$ cat src/rtl/vga_pkg.sv
// Shared VGA definitions: default timing constants, the RGB444 pixel type
// and the scanline feeder state encoding.
package vga_pkg;
  localparam int          H_ACTIVE = 1024;
  localparam int          V_ACTIVE = 768;
  localparam logic [15:0] STB_INC  = 16'hA666;

  typedef logic [11:0] rgb444_t;

  typedef enum logic [1:0] {
    ST_IDLE,
    ST_LAG,
    ST_WRITE,
    ST_HOLD
  } feed_state_t;
endpackage

$ cat src/rtl/scanline_feeder_if.sv
// Pixel stream between the renderer and the scanline feeder.
//   pix_valid / pix_data / pix_last : renderer -> feeder
//   pix_ready                       : feeder -> renderer
// master = renderer side, slave = feeder side.
interface scanline_feeder_if;
  import vga_pkg::*;
  logic    pix_valid;
  rgb444_t pix_data;
  logic    pix_last;
  logic    pix_ready;

  modport master (output pix_valid, pix_data, pix_last, input pix_ready);
  modport slave  (input pix_valid, pix_data, pix_last, output pix_ready);
endinterface

$ cat src/rtl/pix_strobe.sv
// Pixel-slot strobe: fractional accumulator whose carry-out marks a pixel
// slot (STB_INC/65536 of clock cycles).
//   clk_i  : system clock
//   rst_ni : async active-low reset
//   stb_o  : one-cycle strobe, registered
module pix_strobe #(
  parameter logic [15:0] STB_INC = vga_pkg::STB_INC
) (
  input  logic clk_i,
  input  logic rst_ni,
  output logic stb_o
);
  logic [15:0] acc_q, acc_d;
  logic        stb_q, stb_d;

  assign {stb_d, acc_d} = {1'b0, acc_q} + {1'b0, STB_INC};
  assign stb_o = stb_q;

  always_ff @(posedge clk_i or negedge rst_ni) begin
    if (!rst_ni) begin
      acc_q <= '0;
      stb_q <= 1'b0;
    end else begin
      acc_q <= acc_d;
      stb_q <= stb_d;
    end
  end
endmodule

$ cat src/rtl/scanline_feeder.sv
// Scanline feeder: writes one renderer pixel per pixel slot into the
// single-line VRAM of VGA_output, trailing the read beam by LAG_PIX slots.
//   CLK, RST_N       : clock, async active-low reset
//   LINEEND_IN       : high during horizontal blanking; falling edge = line start
//   VS_IN            : active-low vsync, restarts the frame at y=0
//   pix              : valid/ready RGB444 pixel stream (slave side)
//   x, y, data_out   : VRAM write address, current line, write data
//   underrun         : sticky, a write slot found no pixel
//   sync_err         : sticky, pix_last disagreed with the line position
//   clr_err          : synchronous clear of both sticky flags
module scanline_feeder #(
  parameter int          H_ACTIVE       = vga_pkg::H_ACTIVE,
  parameter int          V_ACTIVE       = vga_pkg::V_ACTIVE,
  parameter logic [15:0] STB_INC        = vga_pkg::STB_INC,
  parameter int          LAG_PIX        = 4,
  parameter logic [11:0] UNDERRUN_COLOR = 12'h000
) (
  input  logic                CLK,
  input  logic                RST_N,
  input  logic                LINEEND_IN,
  input  logic                VS_IN,
  scanline_feeder_if.slave    pix,
  output logic [10:0]         x,
  output logic [11:0]         y,
  output logic [11:0]         data_out,
  output logic                underrun,
  output logic                sync_err,
  input  logic                clr_err
);
  import vga_pkg::*;

  feed_state_t state_q, state_d;
  logic        stb, le_q, ls, slot, last_slot, last_line;
  logic [3:0]  lag_q, lag_d;
  logic [10:0] xc_q, xc_d, x_q, x_d;
  logic [11:0] y_q, y_d;
  rgb444_t     data_q, data_d;
  logic        unr_q, unr_d, serr_q, serr_d;

  pix_strobe #(.STB_INC(STB_INC)) u_stb (
    .clk_i (CLK),
    .rst_ni(RST_N),
    .stb_o (stb)
  );

  assign ls        = le_q & ~LINEEND_IN;
  assign slot      = (state_q == ST_WRITE) & stb;
  assign last_slot = (xc_q == 11'(H_ACTIVE - 1));
  assign last_line = (y_q == 12'(V_ACTIVE - 1));

  assign pix.pix_ready = slot;
  assign x        = x_q;
  assign y        = y_q;
  assign data_out = data_q;
  assign underrun = unr_q;
  assign sync_err = serr_q;

  always_ff @(posedge CLK or negedge RST_N) begin
    if (!RST_N) begin
      state_q <= ST_IDLE;
      le_q    <= 1'b0;
      lag_q   <= '0;
      xc_q    <= '0;
      x_q     <= '0;
      y_q     <= '0;
      data_q  <= '0;
      unr_q   <= 1'b0;
      serr_q  <= 1'b0;
    end else begin
      state_q <= state_d;
      le_q    <= LINEEND_IN;
      lag_q   <= lag_d;
      xc_q    <= xc_d;
      x_q     <= x_d;
      y_q     <= y_d;
      data_q  <= data_d;
      unr_q   <= unr_d;
      serr_q  <= serr_d;
    end
  end

  // The lag counter is preloaded with LAG_PIX-1 and LAG is left on the
  // strobe that empties it, so the LAG_PIX-th strobe after line start is
  // already the first write slot. LAG_PIX==1 skips LAG entirely.
  always_comb begin
    state_d = state_q;
    if (!VS_IN) state_d = ST_IDLE;
    else begin
      case (state_q)
        ST_IDLE:  if (ls) state_d = (LAG_PIX == 1) ? ST_WRITE : ST_LAG;
        ST_LAG:   if (stb && lag_q == 4'd1) state_d = ST_WRITE;
        ST_WRITE: if (slot && last_slot) state_d = last_line ? ST_HOLD : ST_IDLE;
        default:  ;
      endcase
    end
  end

  // Datapath. Vsync dominates: the line is abandoned, x/data_out hold.
  always_comb begin
    lag_d  = lag_q;
    xc_d   = xc_q;
    x_d    = x_q;
    y_d    = y_q;
    data_d = data_q;
    unr_d  = unr_q;
    serr_d = serr_q;
    // clear first so a same-cycle set below wins
    if (clr_err) begin
      unr_d  = 1'b0;
      serr_d = 1'b0;
    end
    if (!VS_IN) y_d = '0;
    else begin
      case (state_q)
        ST_IDLE: if (ls) begin
          lag_d = 4'(LAG_PIX - 1);
          xc_d  = '0;
        end
        ST_LAG: if (stb) lag_d = lag_q - 4'd1;
        ST_WRITE: if (stb) begin
          x_d  = xc_q;
          xc_d = last_slot ? 11'd0 : xc_q + 11'd1;
          if (pix.pix_valid) begin
            data_d = pix.pix_data;
            if (pix.pix_last != last_slot) serr_d = 1'b1;
          end else begin
            data_d = UNDERRUN_COLOR;
            unr_d  = 1'b1;
          end
          if (last_slot && !last_line) y_d = y_q + 12'd1;
        end
        default: ;
      endcase
    end
  end
endmodule

$ cat src/flat_wrapper.sv
// flat-port wrapper written by rule: the top's interface ports become plain ports
module scanline_feeder_flat import vga_pkg::*;
#(
  parameter int          H_ACTIVE       = vga_pkg::H_ACTIVE,
  parameter int          V_ACTIVE       = vga_pkg::V_ACTIVE,
  parameter logic [15:0] STB_INC        = vga_pkg::STB_INC,
  parameter int          LAG_PIX        = 4,
  parameter logic [11:0] UNDERRUN_COLOR = 12'h000
)
  (CLK, RST_N, LINEEND_IN, VS_IN, x, y, data_out, underrun, sync_err, clr_err, pix_pix_valid, pix_pix_data, pix_pix_last, pix_pix_ready);
  scanline_feeder_if pix_i ();
  input  logic CLK;
  input  logic RST_N;
  input  logic LINEEND_IN;
  input  logic VS_IN;
  output logic [10:0] x;
  output logic [11:0] y;
  output logic [11:0] data_out;
  output logic underrun;
  output logic sync_err;
  input  logic clr_err;
  input wire logic [$bits(pix_i.pix_valid)-1:0] pix_pix_valid;
  input wire logic [$bits(pix_i.pix_data)-1:0] pix_pix_data;
  input wire logic [$bits(pix_i.pix_last)-1:0] pix_pix_last;
  output wire logic [$bits(pix_i.pix_ready)-1:0] pix_pix_ready;
  assign pix_i.pix_valid = pix_pix_valid;
  assign pix_i.pix_data = pix_pix_data;
  assign pix_i.pix_last = pix_pix_last;
  assign pix_pix_ready = pix_i.pix_ready;
  scanline_feeder #(.H_ACTIVE(H_ACTIVE), .V_ACTIVE(V_ACTIVE), .STB_INC(STB_INC), .LAG_PIX(LAG_PIX), .UNDERRUN_COLOR(UNDERRUN_COLOR)) u_core (.CLK(CLK), .RST_N(RST_N), .LINEEND_IN(LINEEND_IN), .VS_IN(VS_IN), .pix(pix_i), .x(x), .y(y), .data_out(data_out), .underrun(underrun), .sync_err(sync_err), .clr_err(clr_err));
endmodule
$ cat config.mk
export PLATFORM = sky130hd
export DESIGN_NAME = scanline_feeder_flat
export DESIGN_NICKNAME = d
export VERILOG_FILES = /design/src/rtl/vga_pkg.sv /design/src/rtl/scanline_feeder_if.sv /design/src/rtl/pix_strobe.sv /design/src/rtl/scanline_feeder.sv /design/src/flat_wrapper.sv
export SDC_FILE = /design/constraint.sdc
export NUM_CORES = 1
export LEC_CHECK = 0
export ABC_CLOCK_PERIOD_IN_PS = 2700
export CORE_MARGIN = 1.5
export CORE_UTILIZATION = 53
export DETAILED_ROUTE_END_ITERATION = 6
export PLACE_DENSITY = 0.87
export REMOVE_ABC_BUFFERS = 1
export SYNTH_ARGS = -nofsm -noshare
export SYNTH_HDL_FRONTEND = slang
export SYNTH_HIERARCHICAL = 1
export SYNTH_SLANG_ARGS = --single-unit
$ cat constraint.sdc
create_clock -name CLK -period 2.7 [get_ports CLK]
set_clock_uncertainty 0.2 [all_clocks]
set_input_delay 0.54 -clock CLK [delete_from_list [all_inputs] [get_ports CLK]]
set_output_delay 0.54 -clock CLK [all_outputs]
set_load 0.02 [all_outputs]
### Yosys cells after proc, flatten, opt, wreduce, memory -nomap -nowiden

Index checks and enable logic that the tools add are counted.
W data, S select, Z words.

| cells by class | value |
|---|---|
| $add $sub $neg | 4 |
| equality and inequality tests | 16 |
| multiplexer cells | 29 |
| bitwise logic cells | 3 |
| reduce and logical (&&, ||, !) cells | 12 |

Operators by type and width:

| cell | count |
|---|---|
| $mux W12 | 5 |
| $mux W11 | 3 |
| $pmux W11 S2 | 1 |
| $add A16 B16 Y17 const B | 1 |
| $add A12 B1 Y12 const B | 1 |
| $eq A12 B10 Y1 const B | 1 |
| $reduce_and A4 Y1 | 3 |
| $add A11 B1 Y11 const B | 1 |
| $eq A11 B10 Y1 const B | 1 |
| $mux W1 | 11 |
| $mux W2 | 5 |
| $mux W4 | 2 |
| $ne A2 B1 Y1 const B | 4 |
| $pmux W4 S2 | 1 |
| $ne A3 B2 Y1 const B | 2 |
| $pmux W2 S3 | 1 |
| $reduce_and A3 Y1 | 2 |
| $eq A4 B1 Y1 const B | 1 |
| $ne A2 B2 Y1 const B | 2 |
| $ne A4 B1 Y1 const B | 1 |
| $reduce_bool A2 Y1 | 2 |
| $sub A4 B1 Y4 const B | 1 |
| $logic_and A1 B1 Y1 | 3 |
| $ne A3 B3 Y1 const B | 1 |
| other kinds (7) | 8 |

| storage, ports and cells | value |
|---|---|
| register bits | 72 |
| input port bits | 19 |
| output and inout bits | 38 |
| logic and storage cells | 75 |

### Logic depth before layout (Yosys ltp)

Gate-level depths: netlist of the first run.

| depth | value |
|---|---|
| depth after elaboration | 7 |
| depth in mapped cells | 9 |
| gate-level depth less buffers | 6 |

### Hierarchy

The synthesis of the first run kept the hierarchy.

Modules (own cells, without submodules):

| module | instances | cells each | area an instance (µm²) | sequential area each (µm²) |
|---|---|---|---|---|
| scanline_feeder | 1 | 275 | 2736.4 | 1376.3 |
| pix_strobe | 1 | 53 | 665.6 | 400.4 |

### Least setup slack after synthesis of the first run

No wires, ideal clock.

| timing path | value |
|---|---|
| path kind | register -> register |
| start | register u_core.state_q[0] |
| end | register u_core.xc_q[9] |
| setup time | 0.078 ns |
| arrival | 1.989 ns |
| data required time | 2.422 ns |
| slack | 0.433 ns |
| cell stages (with the launch flop) | 9 |
| buffers on the path | 2 |
| clock period less this slack | 2.267 ns |
| path through | dfrtp_1 -> inv_1 -> ha_1 -> clkbuf_1 -> o21ai_0 -> a211o_1 -> clkbuf_1 -> or4b_1 -> a21oi_1 |

| between the ends | value |
|---|---|
| cells in the longest elaborated chain, start to end | 3 |
| elaborated cells on any way between the ends | 7 |
| classes of those cells | eq/ne: 3; mux: 1; reduce/logical: 3 |

RTL lines:

| item | line | text |
|---|---|---|
| start, declared | scanline_feeder.sv:32 | `feed_state_t state_q, state_d;` |
| start signal, assigned | scanline_feeder.sv:70 | `state_q <= state_d;` |
| $eq A2 B2 Y1 or $logic_not A2 Y1 (tied branches) | scanline_feeder.sv:114 | `case (state_q)` |
| $ne A2 B2 Y1 (no line), or another cell as far along | -- |  |
| $reduce_and A4 Y1 (no line) | -- |  |
| end signal, assigned | scanline_feeder.sv:63 | `xc_q <= '0;` |
| end signal, assigned | scanline_feeder.sv:73 | `xc_q <= xc_d;` |
| end, declared | scanline_feeder.sv:35 | `logic [10:0] xc_q, xc_d, x_q, x_d;` |

Parallel ways exist; a longest one is shown, timed or not.
A chain may end at the register's enable or synchronous reset.

### Final worst setup path of the first run

| timing path | value |
|---|---|
| start | register u_core.state_q[0] |
| end | output pix_pix_ready |

| between the ends | value |
|---|---|
| cells in the longest elaborated chain, start to end | 2 |

RTL lines:

| item | line | text |
|---|---|---|
| $eq A2 B2 Y1 | scanline_feeder.sv:47 | `assign slot = (state_q == ST_WRITE) & stb;` |
| $and A1 B1 Y1 | scanline_feeder.sv:47 |  |
| end, declared | flat_wrapper.sv:25 | `output wire logic [$bits(pix_i.pix_ready)-1:0] pix_pix_ready;` |

No other way between the ends.

==> results_dict.tcl, run 1 <==
set metrics [dict create \
    outcome "completed" \
    layout_setup_ws_ps 123 \
    setup_tns_ps 0 \
    cts_setup_buffers 0 \
    grtUsageTotal_pct 21.8 \
    wl_per_cell_um 15.0 \
    clk_pin_slew_worst_paths_ps 80 \
    max_freq_ghz 0.388 \
    hold_viol_final 0 \
    row_count 29 \
    area_growth_pct 25.9 \
    dpl.hpwl_um 4960 \
    start_util_pct 54.2 \
    cpPeakStageDelay_ps 600 \
    critical_path_class "reg2out" \
    syn_inst 328 \
    cp-start-kind "register" \
    place.gp.congestion 0.782 \
    clock_path_buffers 2 \
    critical_path.slowest_cell "clkdlybuf4s50_1" \
    maxCapViolations 0 \
    cts_hold_buf 0 \
    grt_setup_unrepaired "false" \
    root_buffer "clkbuf_8" \
    power_density_nw_per_um2 543 \
    maxSlewHeadroom_pct 52.0 \
    numCtsBuffers 9 \
    antenna_found_initial 0 \
    setup_violations 0 \
    routed_wl_um 7080 \
    yosysUniqueCellTypes 52 \
    ys_warn_count 6 \
    dpl.cell_count 456 \
    worst_slew_pin_slew_ps 710 \
    vdd_drop_max_uv 500 \
    synth.avg_cell_area_um2 10.4 \
    diodes 0 \
    die_h_um 83.1 \
    muxShareOfSynthArea_pct 4.23 \
    die_w_um 83.1 \
    synth-xor-area-share_pct 3.86 \
    grt_pass1_wl_um 12200 \
    synth_fa_ha_area_share_pct 2.94 \
    grt_max_degree 44 \
    clock-sinks 71 \
    cts_tree "done" \
    grt_util_met3_pct 4.57 \
    synth_edf_count 0 \
    vias_per_cell 5.84 \
    synth_compound_area_share_pct 15.6 \
    vias 2755 \
    drv_slew 0 \
    async_reset_ff_share_pct 100 \
    layout.nets 417 \
    io_buffers 56 \
    leakagePower_nw 1.78 \
    fin_cells 472 \
    use_met2_pct 33.9 \
    dp_slack_ps 82.8 \
    ys_ff_latch 71 \
    ios 57 \
    drive_gt1_share_pct 11.4 \
    fin_crit_sh_pct 95.5 \
    ys.flop_type "dfrtp_1" \
    die-area_um2 6910 \
    first_iter_violations 194 \
    end_kind "primary output" \
    crit_chain "inv_1, ha_4, and2_1, clkdlybuf4s50_1" \
    critPathBufInv 2 \
    post-route-drc-count 0 \
    insertion_delay_ps 350 \
    synth-simple-area-share_pct 18.0 \
    ant_nets 0 \
    cp_data_required_time_ps 1960 \
    grt_overflow_total 0 \
    synth.cell_area_um2 3400 \
    worst_hold_slack_ps 32.4 \
    gr-max-usage-layer "met2" \
    layout_min_cycle_time_ps 2580 \
    crit_family "buffers and inverters" \
    cp.arrival_ps 1840 \
    htreeDepth 3 \
    drt_pass1_iterations 4 \
    core_um2 6280 \
    hold_class "in2async" \
    grtUsageMet1_pct 29.3 \
    first_global_vias 2679 \
    yosysSeqAreaShare_pct 52.2 \
    synth_top_family_by_area "simple AND/OR/NAND/NOR gates" \
    cp_max_fo 12 \
]
per-layer routing:
metal | wire (um) | share of wire [%]
met5 | 0 | 0
met3 | 331 | 4.7
met4 | 142 | 2.0
met2 | 3380 | 48
met1 | 3230 | 46
report_power, final:
part	internal, mW	switching (mW)	leakage [nW]	total, mW
logic	0.147	0.183	0.736	0.330
registers	1.11	0.0320	0.944	1.14
clock network	0.436	0.417	0.0964	0.852
total	1.69	0.632	1.78	2.32
state kept, by name (all words and copies together) (netlist names):
name and flops:
u_core/xc_q 11, u_core/x 11, u_core/underrun 1, u_core/y 12
u_core/lag_q 4, u_core/state_q 2, u_core/data_out 12, u_core/le_q 1
u_core/sync_err 1, u_core/u_stb/stb_o 1, u_core/u_stb/acc_q 15
cell families after synthesis:
family / count (synthesis)
XOR/XNOR: 15
buffers and inverters: 26
adder cells (fa/ha/maj): 8
multiplexers: 13
AO/OA/AOI/OAI: 85
flip-flops: 71
AND/OR/NAND/NOR: 110
worst paths after layout:
path / startpoint / endpoint / slack, ps / cells after the start
max: u_core/state_q[0] / pix_pix_ready / 120 / 4
min in group CLK: u_core/u_stb/acc_q[1] / u_core/u_stb/acc_q[1] / 280 / 1
min: RST_N / u_core/y[5] / 30 / 1
max reg2reg: u_core/xc_q[0] / u_core/y[7] / 230 / 5
min reg2reg: u_core/u_stb/acc_q[1] / u_core/u_stb/acc_q[1] / 280 / 1
max in group asynchronous: RST_N / u_core/u_stb/acc_q[5] / 1610 / 2
through the flow:
stage / area (um^2) / power [mW] / util [%]
5_1_grt: 4280 / 2.44 / 68.2
6_report: 4280 / 2.32 / 68.2
4_1_cts: 4270 / 2.34 / 68.1
3_3_place_gp: 4070 / 1.47 / 64.8
3_5_place_dp: 4070 / 1.49 / 64.8
2_1_floorplan: 3350 / 1.33 / -
layout make-up:
cell class	instances	area, um^2
Fill cell	470	1990
Sequential cell	71	1780
Multi-Input combinational cell	231	1530
Timing Repair Buffer	63	621
Clock buffer	9	124
Tap cell	77	96.3
Clock inverter	7	80.1
Inverter	14	52.6
cells in the mapped netlist (all sizes together), types with 2 or more instances:
| cell | instances | area [um^2] |
|---|---|---|
| nand4 | 3 | 18.8 |
| ha | 8 | 100 |
| clkbuf | 11 | 41.3 |
| or2 | 2 | 15.0 |
| and3 | 5 | 36.3 |
| o311ai | 2 | 17.5 |
| mux2 | 11 | 124 |
| o31ai | 12 | 90.1 |
| nand4b | 2 | 17.5 |
| nor2b | 3 | 18.8 |
| nor4 | 4 | 25.0 |
| o21a | 2 | 15.0 |
| nor2 | 7 | 26.3 |
| nand3b | 5 | 37.5 |
| or4b | 2 | 20.0 |
| or3 | 7 | 43.8 |
| inv | 14 | 52.6 |
| nand2b | 6 | 37.5 |
| xnor2 | 10 | 87.6 |
| a21o | 2 | 15.0 |
| nand2 | 38 | 143 |
| or4 | 11 | 86.3 |
| nand3 | 11 | 60.1 |
| o41ai | 2 | 17.5 |
| xor2 | 5 | 43.8 |
| nor3 | 2 | 10.0 |
| dfrtp | 71 | 1780 |
| a21oi | 22 | 114 |
| o211ai | 3 | 22.5 |
| o21ai | 28 | 140 |
| mux2i | 2 | 20.0 |
worst register-to-register path, stage by stage, from the launching register on:
cell	delay, ps
dfrtp_1	420
ha_1	280
nand2_1	140
or4_4	660
or4_1	550
a21oi_1	150
layout by cell type, fill, tap and decap left out, types with 3 or more instances in the layout:
| cell type | synthesis | layout |
|---|---|---|
| nand2_1 | 38 | 38 |
| nor2_1 | 7 | 7 |
| nand3b_1 | 5 | 5 |
| xnor2_1 | 10 | 10 |
| clkdlybuf4s50_1 | 0 | 55 |
| mux2_2 | 11 | 11 |
| or4_1 | 10 | 10 |
| xor2_1 | 5 | 5 |
| o211ai_1 | 3 | 3 |
| nor2b_1 | 3 | 3 |
| nand3_1 | 10 | 10 |
| nand2b_1 | 6 | 6 |
| or3_1 | 7 | 7 |
| inv_1 | 14 | 14 |
| o31ai_1 | 12 | 12 |
| clkbuf_8 | 0 | 9 |
| nand4_1 | 3 | 3 |
| a21oi_1 | 21 | 21 |
| buf_4 | 0 | 6 |
| dfrtp_1 | 71 | 71 |
| nor4_1 | 4 | 4 |
| ha_1 | 8 | 7 |
| and3_1 | 4 | 4 |
| o21ai_0 | 28 | 28 |
what timing repair did:
item,CTS,global route
gates cloned,0,0
endpoints found under the setup margin,1,1
resized for setup,1,1
Note: power is estimated with default switching activity, not from simulation.
==> run 2, diff against run 1 <==
--- a/config.mk
+++ b/config.mk
@@ -5,11 +5,13 @@
 export SDC_FILE = /design/constraint.sdc
 export NUM_CORES = 1
 export LEC_CHECK = 0
+export ABC_AREA = 1
 export ABC_CLOCK_PERIOD_IN_PS = 2700
+export CORE_ASPECT_RATIO = 1.25
 export CORE_MARGIN = 1.5
-export CORE_UTILIZATION = 53
+export CORE_UTILIZATION = 55
 export DETAILED_ROUTE_END_ITERATION = 6
-export PLACE_DENSITY = 0.87
+export PLACE_DENSITY = 0.88
 export REMOVE_ABC_BUFFERS = 1
 export SYNTH_ARGS = -nofsm -noshare
 export SYNTH_HDL_FRONTEND = slang
==> run 2 against run 1 <==
Design area grew 11%. Sequential share of layout area decreased by 4.1 points. Global-route usage increased by 1.9 points. Worst setup slack improved by 30 ps. Critical path type unchanged. Die area increased by 9.3%. Highest routed layer unchanged.
==> results_dict.tcl, run 2 <==
set metrics [dict create \
    yosysTopAreaCell "dfrtp_1" \
    layout.nets 583 \
    core_um2 6890 \
    yosysMostFrequentCell "nand2_1" \
    clock_path_buffers 2 \
    area_growth_pct 22.8 \
    cpMostUsedCell "inv_1" \
    drive_gt1_share_pct 9.09 \
    wl_per_cell_um 12.9 \
    grt_setup_unrepaired "false" \
    fin_cells 651 \
    critical_path.slowest_cell "clkdlybuf4s50_1" \
    drv_slew 0 \
    switching_power_mw 1.01 \
    vdd_drop_max_uv 413 \
    vias 3404 \
    start_util_pct 56.2 \
    dpl.hpwl_um 5900 \
    first_iter_violations 218 \
    cp.arrival_ps 1810 \
    async_reset_ff_share_pct 100 \
    ant_nets 0 \
    ys.flop_type "dfrtp_1" \
    cpPeakStageDelay_ps 600 \
    cp-start-kind "register" \
    drt_pass1_iterations 5 \
    outcome "completed" \
    pwr-share-seq_pct 40.4 \
    layout_common_cells "156 x nand2_1, 71 x dfrtp_1, 59 x inv_1" \
    mostFrequentLayoutCell "nand2_1" \
    power_density_nw_per_um2 673 \
    root_buffer "clkbuf_8" \
    r2r_cells 11 \
    numCtsBuffers 9 \
    syn_inst 497 \
    htreeDepth 3 \
    setup_violations 0 \
    clock-sinks 71 \
    cp_data_required_time_ps 1960 \
    cts_repair_resize_count 0 \
    leakagePower_nw 2.46 \
    maxSlewHeadroom_pct 64.9 \
    cts_setup_buffers 0 \
    die_w_um 78.0 \
    maxCapViolations 0 \
    cp_max_fo 3 \
    post-route-drc-count 0 \
    crit_chain "inv_1, ha_1, nand2_2, inv_1, clkdlybuf4s50_1" \
    p_int_mw 2.20 \
    synth_edf_count 0 \
    ys_warn_count 6 \
    fin_crit_sh_pct 94.4 \
    io_buffers 56 \
    r2r_start "u_core/state_q[0]" \
    synth.avg_cell_area_um2 7.79 \
    ys_ff_latch 71 \
    largest_reg_flops 15 \
    clk_pin_slew_worst_paths_ps 80 \
    dpl.cell_count 635 \
    grt_overflow_total 0 \
    synth.cell_area_um2 3870 \
    ios 57 \
    combinationalPowerShare_pct 26.3 \
    vias_per_cell 5.23 \
    grtUsageTotal_pct 23.7 \
    regMostFlops "u_core/u_stb/acc_q" \
    end_kind "primary output" \
    grt_max_degree 72 \
    setup_tns_ps 0 \
    layout_min_cycle_time_ps 2550 \
    hold_viol_final 0 \
    yosysUniqueCellTypes 31 \
    routed_wl_um 8390 \
    power_frac_clock_pct 33.3 \
    hold_class "in2async" \
    max_freq_ghz 0.393 \
    antenna_found_initial 0 \
    synthTopCellsByArea "dfrtp_1 46%, nand2_1 15%, nand3_1 7.5%" \
    die_h_um 96.8 \
    grt_pass1_wl_um 14500 \
    cts_tree "done" \
    die-area_um2 7550 \
    place.gp.congestion 0.835 \
    p_sw_share_pct 31.4 \
    synthTopCellsByCount "156 x nand2_1, 71 x dfrtp_1, 59 x inv_1" \
    insertion_delay_ps 350 \
    row_count 34 \
    synth_top_area_share_pct 45.9 \
    diodes 0 \
    r2r_slack_ps 550 \
    worst_slew_pin_slew_ps 523 \
    yosysSeqAreaShare_pct 45.9 \
    cts_hold_buf 0 \
    r2r-end "u_core/xc_q[9]" \
    critical_path_class "reg2out" \
    first_global_vias 3386 \
]
## run 2: area by class of cell
class                   instances  area (um^2)
clock buffers                   9          124
fillers                       548         2140
clock inverters                 7          128
repair buffers                 61          606
inverters                      62          234
well taps                      90          113
multi-input cells             351         1770
flip-flops and latches         71         1780
## run 2: cells by family after synthesis
| logic type | share of synthesized area (%) |
|---|---|
| AOI/OAI and AO/OA | 5.43 |
| DFF | 45.9 |
| adders and majority gates | 2.59 |
| buffers and inverters | 8.28 |
| and+or+nand+nor | 34.6 |
| xor gates and xnor gates | 3.17 |
## run 2: through the flow
step	cell area (um^2)	power [mW]	hold slack (ps)	setup WS [ps]	utilization, %
2_1_floorplan	3780	1.77	44.4	772	-
3_3_place_gp	4500	2.13	221	481	65.3
3_5_place_dp	4500	2.16	240	359	65.3
4_1_cts	4750	3.24	6.12	120	69.0
5_1_grt	4750	3.37	23.9	46.1	69.0
6_report	4750	3.20	0.0756	153	69.0
## run 2: how the worst max path moves through the flow
| stage | startpoint | endpoint | slack (ps) |
|---|---|---|---|
| global placement | VS_IN | u_core/xc_q[9] | 480 |
| global route | u_core/state_q[0] | pix_pix_ready | 50 |
| floorplan | u_core/state_q[0] | u_core/x[3] | 770 |
| CTS | u_core/state_q[0] | pix_pix_ready | 120 |
| detailed placement | VS_IN | u_core/xc_q[9] | 360 |
| finish | u_core/state_q[0] | pix_pix_ready | 150 |
## run 2: critical path: cells and delay by family (launching register included)
kind,cells,cell delay [ps]
buffers and inverters,3,770
flip-flops,1,400
adder cells (fa/ha/maj),1,180
AND/OR/NAND/NOR,1,100
## run 2: layer usage
layer,track usage [%],part of all wire (%)
met3,4.91,4.2
met2,41.0,52
met4,11.0,2.1
met5,0,0
met1,28.0,41
## run 2: power by group through the flow
| stage | sequential, mW | combinational [mW] | clock [mW] |
|---|---|---|---|
| after floorplan | 1.45 | 0.320 | 0 |
| after global placement | 1.31 | 0.816 | 0 |
| after detailed placement | 1.31 | 0.844 | 0 |
| after CTS | 1.29 | 0.848 | 1.09 |
| after global routing | 1.31 | 0.921 | 1.14 |
| final | 1.29 | 0.843 | 1.07 |
==> run 3, diff against run 2 <==
--- a/config.mk
+++ b/config.mk
@@ -9,11 +9,12 @@
 export ABC_CLOCK_PERIOD_IN_PS = 2700
 export CORE_ASPECT_RATIO = 1.25
 export CORE_MARGIN = 1.5
-export CORE_UTILIZATION = 55
+export CORE_UTILIZATION = 32
 export DETAILED_ROUTE_END_ITERATION = 6
-export PLACE_DENSITY = 0.88
+export PLACE_DENSITY = 0.59
 export REMOVE_ABC_BUFFERS = 1
 export SYNTH_ARGS = -nofsm -noshare
 export SYNTH_HDL_FRONTEND = slang
 export SYNTH_HIERARCHICAL = 1
 export SYNTH_SLANG_ARGS = --single-unit
+export TNS_END_PERCENT = 1
==> run 3 against run 2 <==
Largest cell class unchanged. Via count fell by 3.8%. Critical path type unchanged. First-iteration DRC count down 29%. Clock power up 12%. Sequential cell count stayed put.
==> results_dict.tcl, run 3 (synthesized netlist as in run 2, its figures left out) <==
set metrics [dict create \
    outcome "completed" \
    grt_pass1_wl_um 14000 \
    first_global_vias 3129 \
    die_h_um 126 \
    leakagePower_nw 2.49 \
    setup_tns_ps 0 \
    htreeDepth 3 \
    routed_wl_um 8230 \
    place.gp.congestion 0.790 \
    worst_slew_pin_slew_ps 578 \
    area_growth_pct 26.9 \
    cpPeakStageDelay_ps 590 \
    grtUsageTotal_pct 13.7 \
    mostFrequentLayoutCell "nand2_1" \
    ant_nets 0 \
    die_w_um 101 \
    row_count 44 \
    post-route-drc-count 0 \
    drt_pass1_iterations 4 \
    dpl.hpwl_um 5980 \
    cp-start-kind "register" \
    layout.nets 585 \
    dp_slack_ps 467 \
    cts_tree "done" \
    clock_path_buffers 2 \
    vdd_drop_max_uv 303 \
    root_buffer "clkbuf_16" \
    critical_path.slowest_cell "clkdlybuf4s50_1" \
    regMostFlops "u_core/u_stb/acc_q" \
    vias 3275 \
    hold_viol_final 0 \
    drv_slew 0 \
    maxCapViolations 0 \
    critical_path_class "reg2out" \
    layout_setup_ws_ps 208 \
    cp_data_required_time_ps 1960 \
    drive_gt1_share_pct 9.41 \
    maxSlewHeadroom_pct 61.5 \
    wl_per_cell_um 11.4 \
    hold_class "in2async" \
    vias_per_cell 4.52 \
    cts_hold_buf 0 \
    cpMostUsedCell "inv_1" \
    insertion_delay_ps 330 \
    fin_crit_sh_pct 92.3 \
    die-area_um2 12800 \
    antenna_found_initial 0 \
    crit_chain "inv_1, ha_1, nand2_2, inv_1, clkdlybuf4s50_1" \
    numCtsBuffers 9 \
    cts_repair_resize_count 0 \
    io_buffers 56 \
    first_iter_violations 154 \
    clock-sinks 71 \
    crit_family "buffers and inverters" \
    layout_min_cycle_time_ps 2490 \
    start_util_pct 33.0 \
    critPathBufInv 3 \
    ios 57 \
    core_um2 11700 \
    grt_max_degree 33 \
    max_freq_ghz 0.401 \
    grt_overflow_total 0 \
    clk_pin_slew_worst_paths_ps 60 \
    layout_common_cells "156 x nand2_1, 71 x dfrtp_1, 59 x inv_1" \
    setup_violations 0 \
    cts_setup_buffers 0 \
    cp.arrival_ps 1750 \
    largest_reg_flops 15 \
    grt_setup_unrepaired "false" \
    diodes 0 \
    cp_max_fo 3 \
    end_kind "primary output" \
    power_density_nw_per_um2 679 \
]
## run 3: changes by cell type in the layout (fill, tap and decap cells not counted), sizes merged
| cell | previous run | this run |
|---|---|---|
| buf | 6 | 8 |
| bufinv | 3 | 1 |
| clkinvlp | 0 | 2 |
| inv | 64 | 62 |
| clkbuf | 9 | 10 |
| clkinv | 2 | 3 |
## run 3: where the power goes
part           internal (mW)  switching, mW  leakage (nW)  total, mW
Clock                  0.743          0.457         0.145       1.20
Combinational          0.363          0.479          1.42      0.842
Sequential              1.21         0.0879         0.924       1.30
## run 3: final timing paths
check	start	to	slack, ps	cells past startpoint
hold reg to reg	u_core/u_stb/acc_q[1]	u_core/u_stb/acc_q[1]	240	1
max in group asynchronous	RST_N	u_core/data_out[10]	1630	2
setup reg to reg	u_core/state_q[0]	u_core/xc_q[9]	660	11
min in group CLK	u_core/u_stb/acc_q[1]	u_core/u_stb/acc_q[1]	240	1
setup / recovery	u_core/state_q[0]	pix_pix_ready	210	5
hold / removal	RST_N	u_core/y[6]	9	1
## run 3: worst register-to-register path, stage by stage, from the launching register on
cell and delay, ps:
dfrtp_1 370, inv_1 70, ha_1 220, buf_4 190, inv_1 100, nand2_1 70, nand2_2 70, nand3_4 130
clkinv_2 200, nand2_1 90, o21ai_0 160, nor2_1 60
## run 3: layout make-up
type / count / area (um^2)
Fill cell: 1184 / 6810
Sequential cell: 71 / 1780
Multi-Input combinational cell: 351 / 1770
Timing Repair Buffer: 63 / 621
Clock buffer: 10 / 239
Inverter: 62 / 234
Tap cell: 161 / 201
Clock inverter: 6 / 67.6
## run 3: metal layers
layer	vias to the layer above	share of wire, %	track usage, %	wire [um]
met3	7	3.0	2.22	249
met2	52	49	22.5	4020
met5	-	0	0	0
met4	0	1.4	6.45	118
li1	1699	-	-	-
met1	1517	47	17.3	3840
## run 3: per-stage QoR
stage | instances | power, mW | hold slack [ps] | instance area (um^2) | util, %
floorplan | 484 | 1.77 | 44.4 | 3780 | -
global placement | 708 | 2.15 | 222 | 4610 | 39.3
detailed placement | 708 | 2.16 | 229 | 4610 | 39.3
CTS | 724 | 3.39 | 18.9 | 4910 | 41.9
global route | 724 | 3.53 | 42.7 | 4910 | 41.9
finish | 724 | 3.34 | 8.64 | 4910 | 41.9
